$ cat src/rtl/serial_adder_ctrl.sv
`default_nettype none
// ============================================================================
//  Module      : serial_adder_ctrl (with leaf full_adder)
//  Description : Bit-serial WIDTH-bit adder. Operands are captured on a
//                valid/ready handshake, then fed LSB-first through one
//                full_adder, one bit per clock, with the carry registered and
//                fed back. The collected sum and final carry are presented on
//                a valid/ready output handshake.
//  Ports       : clk, rst (async, active-high)
//                in_valid/in_ready, a, b, c_in   - operand side
//                out_valid/out_ready, sum, c_out - result side
//                busy                            - high while bits are shifting
//  Revision    : 1.0 - initial release
// ============================================================================

// ---------------------------------------------------------------------------
// full_adder : single-bit combinational full adder
//   x, y, c_in : addend bits and carry-in
//   s, c_out   : sum bit and carry-out
// ---------------------------------------------------------------------------
module full_adder (
    input  logic x,
    input  logic y,
    input  logic c_in,
    output logic s,
    output logic c_out
);
    assign s     = x ^ y ^ c_in;
    assign c_out = (x & y) | (c_in & (x ^ y));
endmodule

// ---------------------------------------------------------------------------
// serial_adder_ctrl : control and datapath around the single full_adder
// ---------------------------------------------------------------------------
module serial_adder_ctrl #(
    parameter int WIDTH = 8
) (
    input  logic             clk,
    input  logic             rst,
    input  logic             in_valid,
    output logic             in_ready,
    input  logic [WIDTH-1:0] a,
    input  logic [WIDTH-1:0] b,
    input  logic             c_in,
    output logic             out_valid,
    input  logic             out_ready,
    output logic [WIDTH-1:0] sum,
    output logic             c_out,
    output logic             busy
);
    localparam int                 CNT_W    = $clog2(WIDTH);
    localparam logic [CNT_W-1:0]   CNT_LAST = CNT_W'(WIDTH - 1);

    typedef enum logic [1:0] {
        S_IDLE = 2'd0,
        S_RUN  = 2'd1,
        S_DONE = 2'd2
    } state_t;

    state_t             state_q,  state_d;
    logic [WIDTH-1:0]   a_sr_q,   a_sr_d;
    logic [WIDTH-1:0]   b_sr_q,   b_sr_d;
    logic [WIDTH-1:0]   sum_sr_q, sum_sr_d;
    logic               carry_q,  carry_d;
    logic [CNT_W-1:0]   cnt_q,    cnt_d;
    logic [WIDTH-1:0]   sum_q,    sum_d;
    logic               c_out_q,  c_out_d;

    logic               fa_s;
    logic               fa_c_out;

    full_adder u_fa (
        .x     (a_sr_q[0]),
        .y     (b_sr_q[0]),
        .c_in  (carry_q),
        .s     (fa_s),
        .c_out (fa_c_out)
    );

    always_ff @(posedge clk or posedge rst) begin
        if (rst) begin
            state_q  <= S_IDLE;
            a_sr_q   <= '0;
            b_sr_q   <= '0;
            sum_sr_q <= '0;
            carry_q  <= 1'b0;
            cnt_q    <= '0;
            sum_q    <= '0;
            c_out_q  <= 1'b0;
        end else begin
            state_q  <= state_d;
            a_sr_q   <= a_sr_d;
            b_sr_q   <= b_sr_d;
            sum_sr_q <= sum_sr_d;
            carry_q  <= carry_d;
            cnt_q    <= cnt_d;
            sum_q    <= sum_d;
            c_out_q  <= c_out_d;
        end
    end

    always_comb begin
        state_d  = state_q;
        a_sr_d   = a_sr_q;
        b_sr_d   = b_sr_q;
        sum_sr_d = sum_sr_q;
        carry_d  = carry_q;
        cnt_d    = cnt_q;
        sum_d    = sum_q;
        c_out_d  = c_out_q;

        case (state_q)
            S_IDLE: begin
                if (in_valid) begin
                    a_sr_d  = a;
                    b_sr_d  = b;
                    carry_d = c_in;
                    cnt_d   = '0;
                    state_d = S_RUN;
                end
            end
            S_RUN: begin
                // Sum bits enter at the MSB so that after WIDTH shifts the
                // first (LSB) result bit has arrived at position 0.
                sum_sr_d = {fa_s, sum_sr_q[WIDTH-1:1]};
                a_sr_d   = {1'b0, a_sr_q[WIDTH-1:1]};
                b_sr_d   = {1'b0, b_sr_q[WIDTH-1:1]};
                carry_d  = fa_c_out;
                if (cnt_q == CNT_LAST) begin
                    // Counter parks at its last value rather than wrapping.
                    sum_d   = {fa_s, sum_sr_q[WIDTH-1:1]};
                    c_out_d = fa_c_out;
                    state_d = S_DONE;
                end else begin
                    cnt_d = cnt_q + CNT_W'(1);
                end
            end
            S_DONE: begin
                if (out_ready) begin
                    state_d = S_IDLE;
                end
            end
            default: begin
                state_d = S_IDLE;
            end
        endcase
    end

    assign in_ready  = (state_q == S_IDLE);
    assign out_valid = (state_q == S_DONE);
    assign busy      = (state_q == S_RUN);
    assign sum       = sum_q;
    assign c_out     = c_out_q;

endmodule
`default_nettype wire

$ cat config.mk
export PLATFORM = sky130hd
export DESIGN_NAME = serial_adder_ctrl
export DESIGN_NICKNAME = d
export VERILOG_FILES = /design/src/rtl/serial_adder_ctrl.sv
export SDC_FILE = /design/constraint.sdc
export NUM_CORES = 1
export LEC_CHECK = 0
export ABC_AREA = 1
export BUFFER_PORTS_ARGS = -buffer_cell sky130_fd_sc_hd__buf_4
export CORE_MARGIN = 5
export CORE_UTILIZATION = 45
export CTS_CLUSTER_SIZE = 25
export DETAILED_ROUTE_END_ITERATION = 12
export PLACE_DENSITY = 0.72
export SYNTH_ARGS = -nofsm -noshare
export SYNTH_HDL_FRONTEND = slang
export SYNTH_SLANG_ARGS = --single-unit
$ cat constraint.sdc
create_clock -name clk -period 1.85 [get_ports clk]
set_clock_uncertainty 0.05 [all_clocks]
set_input_delay 0.0925 -clock clk [delete_from_list [all_inputs] [get_ports clk]]
set_output_delay 0.0925 -clock clk [all_outputs]
set_load 0.03 [all_outputs]
==> results.md, run 1 <==
* Status: completed
* Largest net degree at the start of global routing at 39
* DR vias at 1469
* DRC at 0
* Routability cong. at 0.748
* H-tree depth at 2
* Synth area leader: dfrtp_1
* Leakage at 0.00120 µW
* Worst-path clk slew at 0.07 ns
* Starting Density at 45.8%
* Yosys warns at 0
* Post-CTS setup buffers at 0
* Fillers at 377
* Startpoint Class: register
* Final Max Slew Viols at 0
* Final TNS setup at 0 ns
* Hold Vio Cnt, Final at 0
* PwrDens at 1680 mW/mm²
* Clk Latency, worst-skew pair at 0.28 ns
* Maximum clock frequency at 582 MHz
* Wire per inst at 12.3 µm
* Total grt overflow at 0
* Drt total wl at 3690 µm
* CP Cell Sequence: nor2_1, buf_4
* Area contributors post-synth: dfrtp_1 53%, nand2_1 21%, nand3_1 6.1%
* Top Layer Used: met4
* Synth Area in XOR/XNOR at 0%
* Logic pwr share at 45.1%
* Nets at 274
* End of the worst hold path: b_sr_q[5]
* Cells after synthesis at 214
* Worst Path Buf+Inv at 1
* Overall Global Routing Usage at 15.7%
* Post-Synth Simple-Gate Area at 30.6%
* Worst hold path depth at 5
* Largest family of logic cells by synthesized area: simple AND/OR/NAND/NOR gates
* Worst path top cell family by delay: flip-flops
* WS Path Type: register to output pin
* Worst-path fanout max at 16
* Vias in the first global route at 1495
* PnR Total Power at 3670 µW
* Syn-to-layout area delta at 20.8%
* Clk network pwr share at 15.7%
* Arr. time, crit path at 1.57 ns
* First-pass GRT wire length at 6530 µm
* DR pass1 iterations at 4
* Post-DP HPWL at 2520 µm
* Die Span Y at 73.3 µm
* NetSw at 1580 µW
* Cell Rows at 23
* Vias per std cell at 4.88
* Post-synthesis mux area share at 0%
* Hold Crit Class: input port to register
* WP data required at 1.71 ns
* RSZ-0062 raised after global routing: no
* Iter 0 DRT Violations at 58
* Setup slack, reg-to-reg at 0.13 ns
* Antenna cells at 0
* Synth Area per Inst at 8.44 µm²
* Clock Sinks at 38
* Reg2Reg Depth at 5
* #FFs+latches synth at 38
* Sw frac at 43.0%
* Register area share after synthesis at 52.7%
* Metal-1 WL at 1640 µm
* CTS tree: built
* RR Endpoint: a_sr_q[1]
* DR WL met3 at 184 µm
* CTS Buf Count at 5
* I/O pin total at 33
* Final core utilization at 55.3%
* Setup violators final at 0
* FF-to-FF Start: state_q[0]
* Min Tclk post-route at 1.72 ns
* Synth Area in Compound Gates at 6.65%
* Synth unique cells at 19
* Clk root buf: clkbuf_8
* Crit-path slowest cell: dfrtp_1
* IR drop worst, VDD at 0.756 mV
* Synth Net Count at 238
* Die width at 73.3 µm
* Leading cell types in the layout, fill and taps excluded: 103 x nand2_1, 38 x dfrtp_1, 36 x buf_4
* I/O Buffers at 32
* Initial antenna violation count at 0
* Post-route ant nets at 0
* Slew at the pin closest to its max-slew limit at 0.616 ns
* Core ar. at 0.00394 mm²
* Synth top area share at 52.7%
* WL met2 at 1810 µm
* Hold Startpoint: b[5]
* Synth Area in Adders at 2.49%
* Max Buffers Root-to-Sink at 2
* Max-cap check violation count at 0
* Power share of the sequential group at 39.2%
* Critical Path Max Stage Delay at 0.61 ns
* CP endpoint kind: output pin
* Leading cell type in the layout, fill and taps excluded: nand2_1
* Die area at 0.00538 mm²
* Fin crit share at 92.8%
* Internal power at 2090 µW
* Synthesized area at 0.00181 mm²
* Share of post-route cells with drive strength above 1 at 22.7%
* Slew margin rel. at 58.9%
routing by layer:
| layer | track usage, % | vias to the layer above |
|---|---|---|
| met5 | 0 | - |
| met4 | 5.43 | 0 |
| met3 | 4.79 | 5 |
| met2 | 27.2 | 36 |
| met1 | 18.3 | 686 |
| li1 | - | 742 |
Yosys cell counts (all sizes together):
library cell  number
o31ai              1
o21ai             15
buf               11
fa                 1
ha                 2
nor2               3
nand3             22
dfrtp             38
nand4              3
inv               13
nand2            105
worst max-delay path by stage:
stage                          start         to  slack, ns  cells after the start
after global placement    state_q[0]  a_sr_q[3]       0.26                      5
final                     state_q[0]   in_ready       0.13                      2
after CTS                 state_q[0]  a_sr_q[1]       0.18                      5
after floorplan           state_q[0]   cnt_q[0]       0.32                      5
after detailed placement  state_q[0]  a_sr_q[0]       0.22                      5
after global routing      state_q[0]  a_sr_q[1]       0.02                      5
logic make-up after synthesis:
group | count (synthesis)
buffers and inverters | 24
AO/OA/AOI/OAI | 16
flip-flops | 38
adder cells (fa/ha/maj) | 3
AND/OR/NAND/NOR | 133
area by class of cell:
cell class,count,area (µm²),share of cell area [%]
Tap cell,50,62.6,2.87
Sequential cell,38,951,43.6
Clock inverter,1,5.00,0.229
Timing Repair Buffer,40,310,14.2
Inverter,13,48.8,2.24
Multi-Input combinational cell,152,717,32.9
Clock buffer,7,86.3,3.96
power by group through the flow:
stage / clock [µW] / combinational, µW / sequential (µW)
floorplan: 0 / 1200 / 1530
global placement: 0 / 1610 / 1440
detailed placement: 0 / 1660 / 1450
CTS: 598 / 1680 / 1440
global route: 637 / 1890 / 1490
finish: 576 / 1650 / 1440
stage by stage:
stage	cells	hold WS, ns	instance area (µm²)	worst slack, ns
6_report	301	0.0393	2180	0.133
5_1_grt	301	0.0359	2180	0.0225
4_1_cts	301	0.0304	2180	0.175
3_5_place_dp	289	0.197	2050	0.218
3_3_place_gp	289	0.193	2050	0.257
2_1_floorplan	214	0.141	1810	0.321
repair_timing:
item / 4_1_cts / 5_1_grt
resized for setup: 0 / 0
hold buffers: 4 / 0
endpoints found under the hold margin: 41 / 0
registers in the layout, indices dropped and copies added (netlist names):
| signal | flops |
|---|---|
| a_sr_q | 8 |
| b_sr_q | 8 |
| c_out | 1 |
| carry_q | 1 |
| cnt_q | 3 |
| state_q | 2 |
| sum | 8 |
| sum_sr_q | 7 |
worst register-to-register path: stages, from the launching register on:
cell,delay [ns]
dfrtp_1,0.74
nand2_2,0.46
nand2_1,0.16
nand2_1,0.07
nand2_1,0.07
nand2_1,0.06
Note: power is estimated with default switching activity, not from simulation.
==> inputs of run 2 (changes only) <==
SYNTH_HIERARCHICAL = 1   (was default)
==> run 2 against run 1 <==
Against the previous run: count of clock-buffer cells in the layout shrank 2; clock power increased by 19%; combinational power about the same; first-iteration DRC count is 74% higher; critical path type unchanged; critical endpoint is now out_valid; largest cell class unchanged.
==> results.md, run 2 <==
* Nets at 277 (+1.1%)
* PwrDens at 1700 mW/mm² (+1.2%)
* I/O pin total at 33 (unchanged)
* Initial antenna violation count at 0 (unchanged)
* Reg2Reg Depth at 6 (+1)
* Final Max Slew Viols at 0 (unchanged)
* Met2 Track Usage GR at 22.8% (-4.4 points)
* Total grt overflow at 0 (unchanged)
* Max-cap check violation count at 0 (unchanged)
* Hold Startpoint: b[3]
* Synth top cells by count: 110 x nand2_1, 38 x dfrtp_1, 18 x nand3_1
* Drt total wl at 3450 µm (-6.6%)
* Vias per std cell at 4.65 (-4.8%)
* Leakage at 0.00123 µW (+3.0%)
* First-pass GRT wire length at 6020 µm (-7.8%)
* Die area at 0.00537 mm² (-0.23%)
* Share of post-route cells with drive strength above 1 at 22.8% (+0.13 points)
* Slew at the pin closest to its max-slew limit at 0.543 ns (-0.0735 ns)
* Global route hottest layer: met2
* Clk Latency, worst-skew pair at 0.29 ns (about the same)
* End of the worst hold path: b_sr_q[3]
* Worst-path fanout max at 13 (-3)
* Largest net degree at the start of global routing at 39 (unchanged)
* Setup slack, reg-to-reg at 0.40 ns (+0.27 ns)
* EDFF count, synth at 0 (unchanged)
* Maximum clock frequency at 684 MHz (+17%)
* Antenna cells at 0 (unchanged)
* M1 GR Usage at 19.1% (+0.80 points)
* Worst hold path depth at 5 (unchanged)
* Die Span Y at 73.3 µm (-0.12%)
* Hold Vio Cnt, Final at 0 (unchanged)
* FF-to-FF Start: cnt_q[0]
* Die width at 73.3 µm (-0.12%)
* I/O Buffers at 32 (unchanged)
* Fillers at 364 (-3.4%)
* Fin cells at 304 (+1.0%)
* Iter 0 DRT Violations at 101 (+74%)
* Synth unique cells at 18 (-1)
* Area of the multi-input gates at 716 µm² (-0.17%)
* Post-CTS setup buffers at 0 (unchanged)
* Leading cell types in the layout, fill and taps excluded: 110 x nand2_1, 38 x dfrtp_1, 36 x buf_4
* Worst-path clk slew at 0.07 ns (about the same)
* Leading cell type in the layout, fill and taps excluded: nand2_1
* Syn-to-layout area delta at 22.4%
* RR Endpoint: sum[0]
* Fin crit share at 79.0% (-14 points)
* CTS Buf Count at 5 (unchanged)
* Yosys warns at 6 (+6)
* Setup violators final at 0 (unchanged)
* Inst Count DP at 292 (+1.0%)
* WP data required at 1.71 ns (about the same)
* IR drop worst, VDD at 0.829 mV (+9.7%)
* Status: completed
* #FFs+latches synth at 38 (unchanged)
* Clock Sinks at 38 (unchanged)
* Min Tclk post-route at 1.46 ns (-0.255 ns)
* Most used DFF post-synth: dfrtp_1
* Slew margin rel. at 63.7% (+4.8 points)
* Synth area leader: dfrtp_1
* Core ar. at 0.00394 mm² (unchanged)
* Startpoint Class: register
* Synthesized area at 0.00180 mm² (-0.28%)
* Arr. time, crit path at 1.32 ns (-0.25 ns)
* Synth async-reset ratio at 100% (unchanged)
* Most common cell in the netlist: nand2_1
* Post-route ant nets at 0 (unchanged)
* Synth Net Count at 239 (+0.42%)
* Wire per inst at 11.3 µm (-7.5%)
* Final TNS setup at 0 ns (unchanged)
* Worst hold margin at 0.0312 ns (-0.00812 ns)
* Post-cts resize count at 0 (unchanged)
* Synth top area share at 52.8% (+0.15 points)
* Routability cong. at 0.801 (+7.0%)
* Max Buffers Root-to-Sink at 2 (unchanged)
* CP endpoint kind: output pin
* WS Path Type: register to output pin
* Reg area at 951 µm² (unchanged)
* Post-CTS Hold Buffers at 4 (unchanged)
* Post-DP HPWL at 2390 µm (-5.1%)
* Hold Crit Class: input port to register
* DR vias at 1413 (-3.8%)
* DRC at 0 (unchanged)
* Clk root buf: clkbuf_8
* Vias in the first global route at 1379 (-7.8%)
* Area contributors post-synth: dfrtp_1 53%, nand2_1 23%, nand3_1 5.0%
* CTS tree: built
* RSZ-0062 raised after global routing: no
* Register area share after synthesis at 52.8% (+0.15 points)
* Cells after synthesis at 215 (+0.47%)
* Cell Rows at 23 (unchanged)
* DR pass1 iterations at 4 (unchanged)
* Synth Area per Inst at 8.37 µm² (-0.74%)
* Overall Global Routing Usage at 14.7% (-0.92 points)
* H-tree depth at 2 (unchanged)
* M3 GR Usage at 5.06% (+0.27 points)
* Starting Density at 45.7% (-0.13 points)
run 2: kinds of logic after synthesis:
| logic type | share of synthesized area [%] |
|---|---|
| and+or+nand+nor | 30.6 |
| buffers and inverters | 7.44 |
| DFF | 52.8 |
| AOI/OAI and AO/OA | 6.67 |
| adders and majority gates | 2.50 |
run 2: area by class of cell:
class	count	area share (%)
clock buffers	5	3.12
well taps	50	2.84
repair buffers	40	14.1
flip-flops and latches	38	43.1
multi-input cells	153	32.5
inverters	15	2.55
clock inverters	3	1.82
run 2: how the worst max path moves through the flow:
stage	depth (start not counted)	slack, ns	from	to
floorplan	5	0.30	state_q[0]	cnt_q[0]
CTS	3	0.37	state_q[0]	out_valid
detailed placement	6	0.39	cnt_q[0]	sum[0]
global route	5	0.23	state_q[0]	a_sr_q[5]
finish	3	0.39	state_q[0]	out_valid
global placement	6	0.42	cnt_q[0]	c_out
run 2: worst max-delay path: stages, from the launching register on:
cell and delay [ns]:
dfrtp_1 0.54, buf_4 0.26, nor2_1 0.06, buf_4 0.16
run 2: power breakdown:
group	switching [µW]	total (µW)	internal, µW	leakage (µW)
Sequential	222	1410	1190	0.000485
Combinational	1050	1650	598	0.000687
Clock	290	686	397	0.0000579
run 2: layer usage:
metal  share of wire, %  vias to the layer above
li1                   -                      738
met1                 46                      640
met2                 47                       30
met3                5.5                        5
met4                1.5                        0
met5                  0                        -
run 2: per-stage QoR:
step	setup slack [ns]	power (µW)	utilization, %	area (µm²)
2_1_floorplan	0.296	2720	-	1800
6_report	0.388	3750	55.9	2200
3_5_place_dp	0.394	3100	52.1	2060
5_1_grt	0.235	4100	55.9	2200
3_3_place_gp	0.424	3050	52.1	2060
4_1_cts	0.368	3810	55.9	2200
